<file path="config.mk">
export PLATFORM = sky130hd
export DESIGN_NAME = bias_feeder_flat
export DESIGN_NICKNAME = d
export VERILOG_FILES = /design/src/rtl/bias_feeder_pkg.sv /design/src/rtl/bias_feeder_if.sv /design/src/rtl/bias_feeder.sv /design/src/flat_wrapper.sv
export SDC_FILE = /design/constraint.sdc
export NUM_CORES = 1
export LEC_CHECK = 0
export CAP_MARGIN = 10
export CORE_MARGIN = 2
export CORE_UTILIZATION = 46
export CTS_CLUSTER_SIZE = 40
export DETAILED_ROUTE_END_ITERATION = 10
export PLACE_DENSITY_LB_ADDON = 0.08
export RECOVER_POWER = 50
export SYNTH_ARGS = -nofsm -noshare
export SYNTH_HDL_FRONTEND = slang
export SYNTH_SLANG_ARGS = --single-unit
</file>
<file path="constraint.sdc">
create_clock -name clk -period 2.9 [get_ports clk]
set_input_delay 0.435 -clock clk [delete_from_list [all_inputs] [get_ports clk]]
set_output_delay 0.435 -clock clk [all_outputs]
set_load 0.005 [all_outputs]
</file>
<file path="src/rtl/bias_feeder_pkg.sv">
// rtl/bias_feeder_pkg.sv - shared types and defaults for the bias feeder
//
// Purpose : FSM state encoding and the default bias scalar width used by
//           bias_feeder and bias_feeder_if.
// Contents: feeder_state_t (IDLE, COLLECT, LOAD, ARMED, SWITCH),
//           DATA_W_DEFAULT.

package bias_feeder_pkg;

    localparam int DATA_W_DEFAULT = 16;

    typedef enum logic [2:0] {
        IDLE,
        COLLECT,
        LOAD,
        ARMED,
        SWITCH
    } feeder_state_t;

endpackage

</file>
<file path="src/rtl/bias_feeder_if.sv">
// rtl/bias_feeder_if.sv - valid/ready bias scalar stream into the feeder
//
// Purpose : Groups the incoming bias stream handshake.
// Signals : bias_in_valid  beat valid (source -> feeder)
//           bias_in_ready  feeder accepts the beat (feeder -> source)
//           bias_in_data   signed bias scalar, column order 0..COLS-1
// Modports: master = stream source, slave = bias_feeder.

import bias_feeder_pkg::*;

interface bias_feeder_if #(
    parameter int DATA_W = DATA_W_DEFAULT
);
    logic              bias_in_valid;
    logic              bias_in_ready;
    logic [DATA_W-1:0] bias_in_data;

    modport master (
        output bias_in_valid,
        output bias_in_data,
        input  bias_in_ready
    );

    modport slave (
        input  bias_in_valid,
        input  bias_in_data,
        output bias_in_ready
    );
endinterface

</file>
<file path="src/rtl/bias_feeder.sv">
// rtl/bias_feeder.sv - collects per-column biases and broadcasts load/switch pulses
//
// Purpose : Accepts COLS bias scalars over a valid/ready stream into a staging
//           array, pulses load_bias_out for one cycle with the full vector on
//           bias_scalar_out, then waits (armed) for a layer-boundary request
//           and emits a single-cycle bias_switch_out.
// Ports   : clk, rst (async, active-low)
//           start_in        begin collecting a vector (IDLE only)
//           clear_in        synchronous abort to IDLE, staging kept
//           switch_req_in   promote loaded biases (ARMED only)
//           zero_load_in    load an all-zero vector (BIAS_FEEDER_ZERO_EN only)
//           bias_in         bias_feeder_if.slave stream
//           load_bias_out, bias_scalar_out, bias_switch_out, armed_out, busy_out
// Config  : BIAS_FEEDER_ZERO_EN adds zero_load_in.
// All outputs are decoded from registered state/staging only.

import bias_feeder_pkg::*;

module bias_feeder #(
    parameter int COLS   = 2,
    parameter int DATA_W = DATA_W_DEFAULT
) (
    input  logic                   clk,
    input  logic                   rst,
    input  logic                   start_in,
    input  logic                   clear_in,
    input  logic                   switch_req_in,
`ifdef BIAS_FEEDER_ZERO_EN
    input  logic                   zero_load_in,
`endif
    bias_feeder_if.slave           bias_in,
    output logic                   load_bias_out,
    output logic [COLS*DATA_W-1:0] bias_scalar_out,
    output logic                   bias_switch_out,
    output logic                   armed_out,
    output logic                   busy_out
);

    localparam int CNT_W = (COLS > 1) ? $clog2(COLS) : 1;
    localparam logic [CNT_W-1:0] LAST_COL = CNT_W'(COLS - 1);

    feeder_state_t     state_q, state_d;
    logic [CNT_W-1:0]  col_cnt_q, col_cnt_d;
    logic [DATA_W-1:0] staging_q [COLS];
    logic [DATA_W-1:0] staging_d [COLS];

    always_comb begin
        state_d   = state_q;
        col_cnt_d = col_cnt_q;
        staging_d = staging_q;

        // clear_in overrides everything; staging is deliberately left intact
        if (clear_in) begin
            state_d   = IDLE;
            col_cnt_d = '0;
        end else begin
            case (state_q)
                IDLE: begin
`ifdef BIAS_FEEDER_ZERO_EN
                    if (zero_load_in) begin
                        for (int c = 0; c < COLS; c++) begin
                            staging_d[c] = '0;
                        end
                        col_cnt_d = '0;
                        state_d   = LOAD;
                    end else
`endif
                    if (start_in) begin
                        col_cnt_d = '0;
                        state_d   = COLLECT;
                    end
                end
                COLLECT: begin
                    // ready is high for the whole of COLLECT, so valid alone accepts
                    if (bias_in.bias_in_valid) begin
                        for (int c = 0; c < COLS; c++) begin
                            if (col_cnt_q == CNT_W'(c)) begin
                                staging_d[c] = bias_in.bias_in_data;
                            end
                        end
                        if (col_cnt_q == LAST_COL) begin
                            col_cnt_d = '0;
                            state_d   = LOAD;
                        end else begin
                            col_cnt_d = col_cnt_q + 1'b1;
                        end
                    end
                end
                LOAD:    state_d = ARMED;
                ARMED:   if (switch_req_in) state_d = SWITCH;
                SWITCH:  state_d = IDLE;
                default: state_d = IDLE;
            endcase
        end
    end

    always_ff @(posedge clk or negedge rst) begin
        if (!rst) begin
            state_q   <= IDLE;
            col_cnt_q <= '0;
            for (int c = 0; c < COLS; c++) begin
                staging_q[c] <= '0;
            end
        end else begin
            state_q   <= state_d;
            col_cnt_q <= col_cnt_d;
            staging_q <= staging_d;
        end
    end

    assign bias_in.bias_in_ready = (state_q == COLLECT);
    assign load_bias_out         = (state_q == LOAD);
    assign armed_out             = (state_q == ARMED);
    assign bias_switch_out       = (state_q == SWITCH);
    assign busy_out              = (state_q != IDLE);

    for (genvar g = 0; g < COLS; g++) begin : g_out
        assign bias_scalar_out[g*DATA_W +: DATA_W] = staging_q[g];
    end

endmodule

</file>
<file path="src/flat_wrapper.sv">
// flat-port wrapper written by rule: the top's interface ports become plain ports
module bias_feeder_flat 
#(
    parameter int COLS   = 2,
    parameter int DATA_W = DATA_W_DEFAULT
)
  (clk, rst, start_in, clear_in, switch_req_in, load_bias_out, bias_scalar_out, bias_switch_out, armed_out, busy_out, bias_in_bias_in_valid, bias_in_bias_in_data, bias_in_bias_in_ready);
  bias_feeder_if #(.DATA_W(DATA_W)) bias_in_i ();
  input  logic clk;
  input  logic rst;
  input  logic start_in;
  input  logic clear_in;
  input  logic switch_req_in;
  output logic load_bias_out;
  output logic [COLS*DATA_W-1:0] bias_scalar_out;
  output logic bias_switch_out;
  output logic armed_out;
  output logic busy_out;
  input wire logic [$bits(bias_in_i.bias_in_valid)-1:0] bias_in_bias_in_valid;
  input wire logic [$bits(bias_in_i.bias_in_data)-1:0] bias_in_bias_in_data;
  output wire logic [$bits(bias_in_i.bias_in_ready)-1:0] bias_in_bias_in_ready;
  assign bias_in_i.bias_in_valid = bias_in_bias_in_valid;
  assign bias_in_i.bias_in_data = bias_in_bias_in_data;
  assign bias_in_bias_in_ready = bias_in_i.bias_in_ready;
  bias_feeder #(.COLS(COLS), .DATA_W(DATA_W)) u_core (.clk(clk), .rst(rst), .start_in(start_in), .clear_in(clear_in), .switch_req_in(switch_req_in), .bias_in(bias_in_i), .load_bias_out(load_bias_out), .bias_scalar_out(bias_scalar_out), .bias_switch_out(bias_switch_out), .armed_out(armed_out), .busy_out(busy_out));
endmodule
</file>
Word level (Yosys, flattened, before mapping). Index checks and enable logic that the tools add are counted. W data, S select, Z words.

Equal/unequal tests: 8. Multiplexer cells: 11. Reductions and logical operators: 7. Bitwise operators: 2. Add/subtract/negate cells: 1.

Operators with widths (count): $mux W3 (5); $pmux W3 S4 (1); $reduce_and A4 Y1 (3); $ne A3 B3 Y1 const B (3); $eq A3 B2 Y1 const B (2); $reduce_bool A3 Y1 (2); $mux W1 (4); $eq A3 B1 Y1 const B (1); $eq A3 B3 Y1 const B (1); $logic_not A3 Y1 (1); $ne A3 B2 Y1 const B (1); $reduce_and A3 Y1 (1); $not A1 Y1 (2); $pmux W1 S2 (1); $add A1 B1 Y1 const B (1).

Word-level logic and storage cells: 33. Bits of input ports: 22. Output and inout port bits: 37. Bits in registers: 36.

Logic depth before layout (Yosys ltp). Gate-level depths: netlist of the first run.

Depth after elaboration: 5. Depth in mapped cells: 5. Mapped depth without buffers: 3.

Worst setup path before layout of the first run. Ideal clock, no wire load.

Path kind: reg-to-reg. Start: register u_core.state_q[2]. End: register u_core.staging_q (netlist bit u_core.bias_scalar_out[10]). Required time: 2.775 ns. Stages on the path, launching flop included: 6. Setup time: 0.125 ns. Arrival time: 1.369 ns. Path slack: 1.406 ns. Cell sequence: dfrtp_1 -> buf_6 -> nor4b_4 -> nand2_4 -> buf_6 -> mux2_4.

Longest elaborated chain between the ends: 2.

RTL lines: start: declaration (RTL line bias_feeder.sv:42) `feeder_state_t state_q, state_d;`; start signal: assignment (RTL line bias_feeder.sv:105) `state_q <= state_d;`; $eq A3 B1 Y1 (RTL line bias_feeder.sv:57) `case (state_q)`; $reduce_and A4 Y1 (no source line); end signal: assignment (RTL line bias_feeder.sv:107) `staging_q <= staging_d;`; end: declaration (RTL line bias_feeder.sv:44) `logic [DATA_W-1:0] staging_q [COLS];`.

No other way between the ends. A chain may end at the register's enable or synchronous reset.

Worst setup path in the final report of the first run.
Start: input bias_in_bias_in_valid. End: register u_core.staging_q (netlist bit u_core.bias_scalar_out[5]).

Longest elaborated chain between the ends: 1.

RTL lines: start: declaration (RTL line flat_wrapper.sv:19) `input wire logic [$bits(bias_in_i.bias_in_valid)-1:0] bias_in_bias_in_valid;`; $reduce_and A4 Y1 (no source line).

No other way between the ends.

==> results.md, run 1 <==
Global route:
- Entering global routing, the biggest net connects 37 pins.
- The aggregate global-route resource usage is 0.171.
- The number of global-route vias before repair is 1044.
- The overall overflow remaining after global route is 0.
- The first global-routing pass estimated 4650 um of wire.
- The initial antenna violation count was 0.

Synthesis:
- The sequential share of the synthesized area is 0.593.
- The mapped netlist covers 0.00152 mm^2.
- When the netlist entered floorplanning its net count stood at 116.
- The number of synthesized register bits is 36.
- The share of synthesized area in the top cell type comes to 0.593.
- Dividing the synthesized area by the synthesized cell count gives 16.2 um^2.
- Yosys attributes the largest share of cell area to sky130_fd_sc_hd__dfrtp_1, sky130_fd_sc_hd__mux2_2, sky130_fd_sc_hd__mux2_4, sky130_fd_sc_hd__buf_6, sky130_fd_sc_hd__nor4b_4.
- Yosys mapped the design onto 23 distinct sky130hd cell types.
- The cell type with the largest total area after synthesis is sky130_fd_sc_hd__dfrtp_1.
- Synthesis produced 94 cells.
- The Yosys step of the flow raised 0 warnings.

Min path:
- The class of the tightest hold or removal check is reg -> reg.

Floorplanning:
- The total area inside the core boundary comes to ~0.0031 mm^2.
- The area of the die is 0.00378 mm^2.
- The overall die width is 61.5 um.
- Row generation in the floorplan step produced 20 rows.
- The initial cell density of the core is 0.490.
- The y dimension of the die is 61.5 um.
- 59 I/O pins were placed.

Route:
- The detailed router placed 981 vias in this run.
- The final routed DRC violation total is 0.
- The length of the first detailed-routing pass in iterations is 3.
- For this block, the initial DRC count from the detailed router was 52.
- Dividing the detail-routed wire length by the instance count gives 15.2 um.
- Using the TritonRoute via totals, the vias-per-cell ratio works out to 4.93.
- The routed wire length is just over 3000 um.
- The number of nets with antenna violations after detailed routing is 0.

Finish:
- Relative to the synthesized area, the layout overhead comes to 40.7%.
- The filler cells instantiated in the layout total between 200 and 250.
- The final layout contains between 150 and 200 nets.
- Of the cells placed in the final design, the portion with a size suffix greater than 1 is 0.271.
- The number of antenna diodes in the final layout is 0.

Setup path:
- The signal on the critical path passes through dlygate4sd3_1, nor4b_1, nand2_1, mux2_4.
- The sum of buffers and inverters on the critical path is 1.
- The cell family with the largest share of critical-path delay is simple AND/OR/NAND/NOR gates.
- The maximum fanout encountered on the critical timing path is 16.
- The worst setup path is of the in -> reg kind.
- The kind of launch point of the worst setup path is a primary input.
- Data on the critical path is required at its endpoint by roughly 3.1 ns.
- The worst path arrival time is 2.57 ns.
- For this run, the slowest stage of the critical path takes 0.63 ns.
- The slowest stage of the critical path belongs to the cell sky130_fd_sc_hd__dlygate4sd3_1.
- The sort of element at the end of the critical path is a flip-flop.

Pwr:
- The overall power after layout is 1.30 mW.
- In this run the static leakage power is 0.994 nW.
- The share of power burned in combinational logic is 0.284.
- VDD sags by at most 0.326 mV.
- The share of total power dissipated in the clock network is 0.213.
- For this design the total switching power over the nets is 313 uW.
- The total internal power is 984 uW.
- The register share of total power is 0.503.
- The net switching fraction of the power is 0.241.
- The power density of the placed cells is about 610 mW/mm^2.

STA:
- Setup repair after global routing left no endpoint under its margin.
- The remaining max-slew budget at the tightest pin is -0.237.
- On the final layout, the worst clock skew is roughly 0.0025 ns.
- The max-slew violation total from the final report is 37.
- The post-layout worst setup margin is ~0.55 ns.
- Timing would allow up to between 0.4 and 0.5 GHz.
- Setup violations remaining at the end of the flow were counted as 0.
- Setup total negative slack on the finished layout was measured at 0 ns.
- The slew at the pin closest to its max-slew limit is 1.86 ns.
- The final period utilization is 0.812.
- The number of hold-slack violations in the final timing report is 0.
- Counting I/O delays and the setup requirement, the final critical path takes between 2 and 2.5 ns.

CTS:
- The deepest level of the CTS H-tree is 2.
- Counting along the longest clock path gives a buffer depth of 2.
- The number of hold buffers added after CTS was 0.
- The count of buffers added by post-CTS timing repair for setup is 0.
- The post-CTS clock slew at the launch and capture registers of the worst setup and hold paths is 0.11 ns.
- Once the clock tree was built, the resizer swapped 0 gates to a different size.
- The cell sitting at the root of the clock tree is a sky130_fd_sc_hd__clkbuf_4.
- The clock net sink count is 36.
- The TritonCTS clock tree is yes.
- The number of CTS-inserted buffers is 5.
- The clock network latency to the later pin of the worst-skew pair is 0.32 ns.

Place:
- The count of buffers from port buffering is 58.
- The worst setup slack after placement is about 0.67 ns.
- The routability congestion estimate from global placement is between 0.8 and 0.9.
- Once detailed placement completed, the half-perimeter wirelength came to approximately 2200 um.

Run:
- The number of max-cap violations is 1.

Outcome:
- The final reports fail on max-capacitance violations, max-slew violations.
- The flow ran to the end, but the final reports show violations.
[logic make-up after synthesis]
logic type | Yosys count | share of synthesized area
AND/OR/NAND/NOR | 14 | 0.0824
buffers and inverters | 5 | 0.0321
flip-flops | 36 | 0.593
AO/OA/AOI/OAI | 7 | 0.0305
multiplexers | 32 | 0.262
[final cells by class]
cell class              count  area [um^2]  area share
flip-flops and latches     36          901       0.422
repair buffers             58          574       0.269
multi-input cells          53          546       0.255
well taps                  44         55.1      0.0258
clock buffers               6         51.3      0.0240
clock inverters             2         10.0     0.00468
[final timing paths]
path	endpoint	start	slack [ns]	depth (start not counted)
setup reg to reg	u_core.bias_scalar_out[5]	u_core.state_q[1]	0.71	3
min in group asynchronous	u_core.state_q[1]	rst	0.60	1
setup / recovery	u_core.bias_scalar_out[5]	bias_in_bias_in_valid	0.55	4
hold / removal	u_core.bias_scalar_out[8]	u_core.bias_scalar_out[8]	0.51	1
max in group asynchronous	u_core.bias_scalar_out[12]	rst	1.23	1
hold reg to reg	u_core.bias_scalar_out[8]	u_core.bias_scalar_out[8]	0.51	1
[per-stage QoR]
step           std cells   util  instance area (um^2)  hold WS (ns)
2_1_floorplan         94      -                  1520         0.139
3_3_place_gp         191  0.677                  2100         0.487
3_5_place_dp         191  0.677                  2100         0.492
4_1_cts              199  0.697                  2160         0.195
5_1_grt              199  0.689                  2140         0.533
6_report             199  0.689                  2140         0.512
[registers in the layout, summed over array words and instances, names as in the netlist]
register / count
u_core.state_q: 3
u_core.col_cnt_q: 1
u_core.bias_scalar_out: 32
[power groups by stage]
stage | sequential, mW | clock (mW) | combinational (mW)
4_1_cts | 0.657 | 0.288 | 0.392
3_3_place_gp | 0.661 | 0 | 0.381
6_report | 0.653 | 0.276 | 0.368
5_1_grt | 0.665 | 0.311 | 0.396
2_1_floorplan | 0.666 | 0 | 0.127
3_5_place_dp | 0.667 | 0 | 0.389
[Yosys cell counts]
library cell / n
sky130_fd_sc_hd__and2b_2: 1
sky130_fd_sc_hd__or3_1: 1
sky130_fd_sc_hd__o21ai_0: 1
sky130_fd_sc_hd__and2_1: 1
sky130_fd_sc_hd__o31ai_1: 1
sky130_fd_sc_hd__nor2_2: 1
sky130_fd_sc_hd__o21a_1: 1
sky130_fd_sc_hd__mux2_4: 10
sky130_fd_sc_hd__clkbuf_1: 1
sky130_fd_sc_hd__mux2_2: 22
sky130_fd_sc_hd__buf_6: 4
sky130_fd_sc_hd__nor3b_1: 2
sky130_fd_sc_hd__a31oi_1: 2
sky130_fd_sc_hd__nor2b_1: 2
sky130_fd_sc_hd__nor4b_4: 1
sky130_fd_sc_hd__nor2_1: 1
sky130_fd_sc_hd__a21oi_1: 1
sky130_fd_sc_hd__nand2_4: 1
sky130_fd_sc_hd__and3b_1: 1
sky130_fd_sc_hd__a311oi_1: 1
sky130_fd_sc_hd__nand4_2: 1
sky130_fd_sc_hd__dfrtp_1: 36
sky130_fd_sc_hd__and4b_1: 1
[worst reg2reg max path: cells and delay by family, from the launching register on]
kind / cells / cell delay, ns
flops: 1 / 0.51
mux: 1 / 0.52
simple gates: 2 / 1.06
[layer usage]
metal	up-vias	routed length, um	track usage
li1	460	-	-
met4	0	28	0.0851
met2	38	1520	0.277
met5	-	0	0
met3	4	196	0.0567
met1	479	1270	0.205
[layout by cell type, fill, tap and decap left out]
master and count:
sky130_fd_sc_hd__nor4b_1 1, sky130_fd_sc_hd__a31oi_1 2, sky130_fd_sc_hd__mux2_2 22, sky130_fd_sc_hd__clkinv_2 2
sky130_fd_sc_hd__mux2_4 10, sky130_fd_sc_hd__and3b_1 1, sky130_fd_sc_hd__or3_1 1, sky130_fd_sc_hd__nor3b_1 2
sky130_fd_sc_hd__a311oi_1 1, sky130_fd_sc_hd__clkbuf_1 1, sky130_fd_sc_hd__nor2_1 1, sky130_fd_sc_hd__nor2_2 1
sky130_fd_sc_hd__o31ai_1 1, sky130_fd_sc_hd__and2b_1 1, sky130_fd_sc_hd__a21oi_1 1, sky130_fd_sc_hd__dlygate4sd3_1 13
sky130_fd_sc_hd__o21ai_0 1, sky130_fd_sc_hd__and2_1 1, sky130_fd_sc_hd__nand4_2 1, sky130_fd_sc_hd__dfrtp_1 36
sky130_fd_sc_hd__clkbuf_4 5, sky130_fd_sc_hd__clkdlybuf4s50_1 44, sky130_fd_sc_hd__nor2b_1 2, sky130_fd_sc_hd__nand2_1 1
sky130_fd_sc_hd__o21a_1 1, sky130_fd_sc_hd__clkbuf_8 1, sky130_fd_sc_hd__and4b_1 1
Power figures use the tool's default switching activity.
==> run 2, diff against run 1 <==
--- a/config.mk
+++ b/config.mk
@@ -7,7 +7,7 @@
 export LEC_CHECK = 0
 export CAP_MARGIN = 10
 export CORE_MARGIN = 2
-export CORE_UTILIZATION = 46
+export CORE_UTILIZATION = 43
 export CTS_CLUSTER_SIZE = 40
 export DETAILED_ROUTE_END_ITERATION = 10
 export PLACE_DENSITY_LB_ADDON = 0.08
==> constraint.sdc (replaced) <==
create_clock -name clk -period 2.4 [get_ports clk]
set_input_delay 0.36 -clock clk [delete_from_list [all_inputs] [get_ports clk]]
set_output_delay 0.36 -clock clk [all_outputs]
set_load 0.005 [all_outputs]
==> results.md, run 2 (synthesized netlist as in run 1, its figures left out) <==
Place:
- The placed instance count was 193 (+1.0%).
- The post-detailed-placement cell area is 0.00210 mm^2 (+0.12%).
- The count of buffers from port buffering is 58 (unchanged).
- The worst setup slack after placement was 0.206 ns (-0.462 ns).
- The routability congestion estimate from global placement is 0.712 (-13%).

Finish:
- The final instance area is 0.00213 mm^2 (-0.29%).
- The post-layout utilization of the core is 0.634 (-0.0552).
- The share of final-layout standard cells stronger than drive strength 1 is 0.258 (-0.0129).
- The number of nets in the layout is 176 (unchanged).
- The number of flip-flops in the largest register is 32 (unchanged).
- The library cells used most frequently in the layout, excluding fill and tap cells, are sky130_fd_sc_hd__clkdlybuf4s50_1, sky130_fd_sc_hd__dfrtp_1, sky130_fd_sc_hd__mux2_2, sky130_fd_sc_hd__mux2_4, sky130_fd_sc_hd__dlygate4sd3_1.
- The count of placed standard cells in the final layout, fillers left out is 201 (+1.0%).
- The antenna diode instance count is 0 (unchanged).
- The library cell used most frequently in the layout, excluding fill and tap cells, is sky130_fd_sc_hd__clkdlybuf4s50_1.
- The synthesis-to-finish area growth is 40.3%.

Outcome:
- The flow ran to the end, but the final reports show violations.
- The checks that failed: max-capacitance violations, max-slew violations.

STA:
- The sum of negative setup slack is 0 ns (unchanged).
- The final period utilization is 0.847.
- The final hold slack is 0.507 ns (-0.00502 ns).
- The number of failing setup endpoints in the final timing report is 0 (unchanged).
- The remaining max-slew budget at the tightest pin is -0.234 (+0.00304).
- The post-layout worst setup margin is 0.367 ns (-0.178 ns).
- The peak clock frequency supported by timing is 0.492 GHz.
- The worst path in the final design needs a cycle of 2.03 ns, including I/O delays and setup.
- The number of hold-slack violations in the final timing report is 0 (unchanged).
- The slew at the pin closest to its max-slew limit is 1.85 ns (-0.00456 ns).
- The max-slew violation total from the final report came to 37 (unchanged).
- The worst setup skew after layout is 0.0128 ns (+0.0103 ns).
- Setup repair after global routing left no endpoint under its margin.

Setup path:
- The sum of buffers and inverters on the critical path came to 1 (unchanged).
- The critical path start-end classification is in -> reg.
- Walking the worst path, the cells encountered are dlygate4sd3_1, nor4b_1, nand2_4, mux2_1.
- The reg-to-reg setup timing slack came to 0.47 ns (-0.24 ns).
- The maximum fanout encountered on the critical timing path is 16 (unchanged).
- In this run the worst setup path begins at bias_in_bias_in_valid.
- The delay of the slowest cell on the worst path is 0.64 ns (about the same).
- The slowest stage of the critical path belongs to the cell sky130_fd_sc_hd__dlygate4sd3_1.
- The worst setup path is launched from a primary input.
- The worst path arrival time is 2.26 ns (-0.31 ns).
- The critical path required time is 2.63 ns (-0.49 ns).
- The worst setup path is captured at a flip-flop.
- The cell family contributing the most delay on the critical path is simple AND/OR/NAND/NOR gates.
- The worst flop-to-flop path startpoint is u_core.state_q[1].

Route:
- The final routed DRC violation total is 0 (unchanged).
- The vias after detailed routing came to 976 (-0.51%).
- The number of nets with antenna violations after detailed routing is 0 (unchanged).
- The violation count after the first detailed-routing iteration is 43 (-17%).
- The routed wire length is 2990 um (-0.93%).
- The length of the first detailed-routing pass in iterations is 4 (+1).
- The mean number of vias per cell is 4.86 (-1.5%).
- The per-cell routed wire length came to 14.9 um (-1.9%).

CTS:
- The quantity of gates resized following cts is 0 (unchanged).
- The clock net sink count is 36 (unchanged).
- The TritonCTS clock tree is yes.
- The number of hold buffers added after CTS is 0 (unchanged).
- The clock root buffer is sky130_fd_sc_hd__clkbuf_4.
- The number of buffers on the longest clock path is 2 (unchanged).
- The count of buffers added by post-CTS timing repair for setup came to 0 (unchanged).
- The post-CTS clock slew at the launch and capture registers of the worst setup and hold paths is 0.11 ns (about the same).
- The clock network latency to the later pin of the worst-skew pair was 0.34 ns (+0.02 ns).
- The number of CTS-inserted buffers came to 5 (unchanged).
- The deepest level of the CTS H-tree is 2 (unchanged).

Global route:
- The global-route wire length before repair is 4950 um (+6.4%).
- The aggregate global-route resource usage came to 0.166 (-0.00511).
- The number of global-route vias before repair came to 1078 (+3.3%).
- The overall overflow remaining after global route is 0 (unchanged).
- The pin count of the biggest net entering global routing is 37 (unchanged).
- The initial antenna violation count is 0 (unchanged).

Floorplanning:
- The area of the die is 0.00402 mm^2 (+6.5%).
- The top-level I/O count is 59 (unchanged).
- The overall die width is 63.4 um (+3.2%).
- The cell row count is 21 (+5.0%).
- The initial cell density of the core is 0.452 (-0.0379).
- The placeable core region is 0.00336 mm^2 (+8.4%).
- The y dimension of the die came to 63.4 um (+3.2%).

Pwr:
- The peak supply drop came to 0.470 mV (+44%).
- The net switching fraction of the power is 0.250 (+0.00908).
- The register share of total power is 0.512 (+0.009).
- The total leakage power was 0.976 nW (-1.7%).
- The net switching power of the design came to 387 uW (+24%).
- The overall power after layout is 1.55 mW (+19%).
- The power density of the placed cells is 726 mW/mm^2 (+20%).
- The share of power burned in combinational logic is 0.286 (+0.002).
- The total internal power is 1.16 mW (+18%).
- The part of the power in the clock network is 0.202 (-0.011).

Min path:
- The startpoint of the most critical hold path is u_core.bias_scalar_out[1].
- The class of the tightest hold or removal check is reg -> reg.

Run:
- The number of max-cap violations is 1 (unchanged).
[run 2: final cells by class]
cell class | count | area [um^2]
fillers | 277 | 1230
flip-flops and latches | 36 | 901
repair buffers | 58 | 574
multi-input cells | 53 | 542
well taps | 46 | 57.6
clock buffers | 5 | 37.5
clock inverters | 3 | 18.8
[run 2: power groups by stage]
stage,Sequential [mW],Combinational (mW),Clock [mW]
after floorplan,0.805,0.153,0
after global placement,0.798,0.461,0
after detailed placement,0.807,0.472,0
after CTS,0.795,0.474,0.327
after global routing,0.808,0.478,0.365
final,0.792,0.443,0.312
[run 2: final timing paths]
path | endpoint | cells after the start
worst min-delay path | u_core.bias_scalar_out[1] | 1
worst min register to register | u_core.bias_scalar_out[1] | 1
min in group asynchronous | u_core.bias_scalar_out[20] | 1
worst max-delay path | u_core.bias_scalar_out[4] | 4
worst max register to register | u_core.bias_scalar_out[4] | 3
max in group asynchronous | u_core.bias_scalar_out[9] | 1
[run 2: worst register-to-register path, cell delays in order (launching register included)]
cell                      delay [ns]
sky130_fd_sc_hd__dfrtp_1        0.50
sky130_fd_sc_hd__nor4b_1        0.63
sky130_fd_sc_hd__nand2_4        0.30
sky130_fd_sc_hd__mux2_1         0.40
[run 2: per-layer routing]
layer,vias up,share of wire,global-route usage,routed length (um)
li1,454,-,-,-
met1,479,0.43,0.191,1280
met2,39,0.49,0.268,1460
met4,0,0.012,0.0571,37
met5,-,0,0,0
met3,4,0.072,0.0821,214
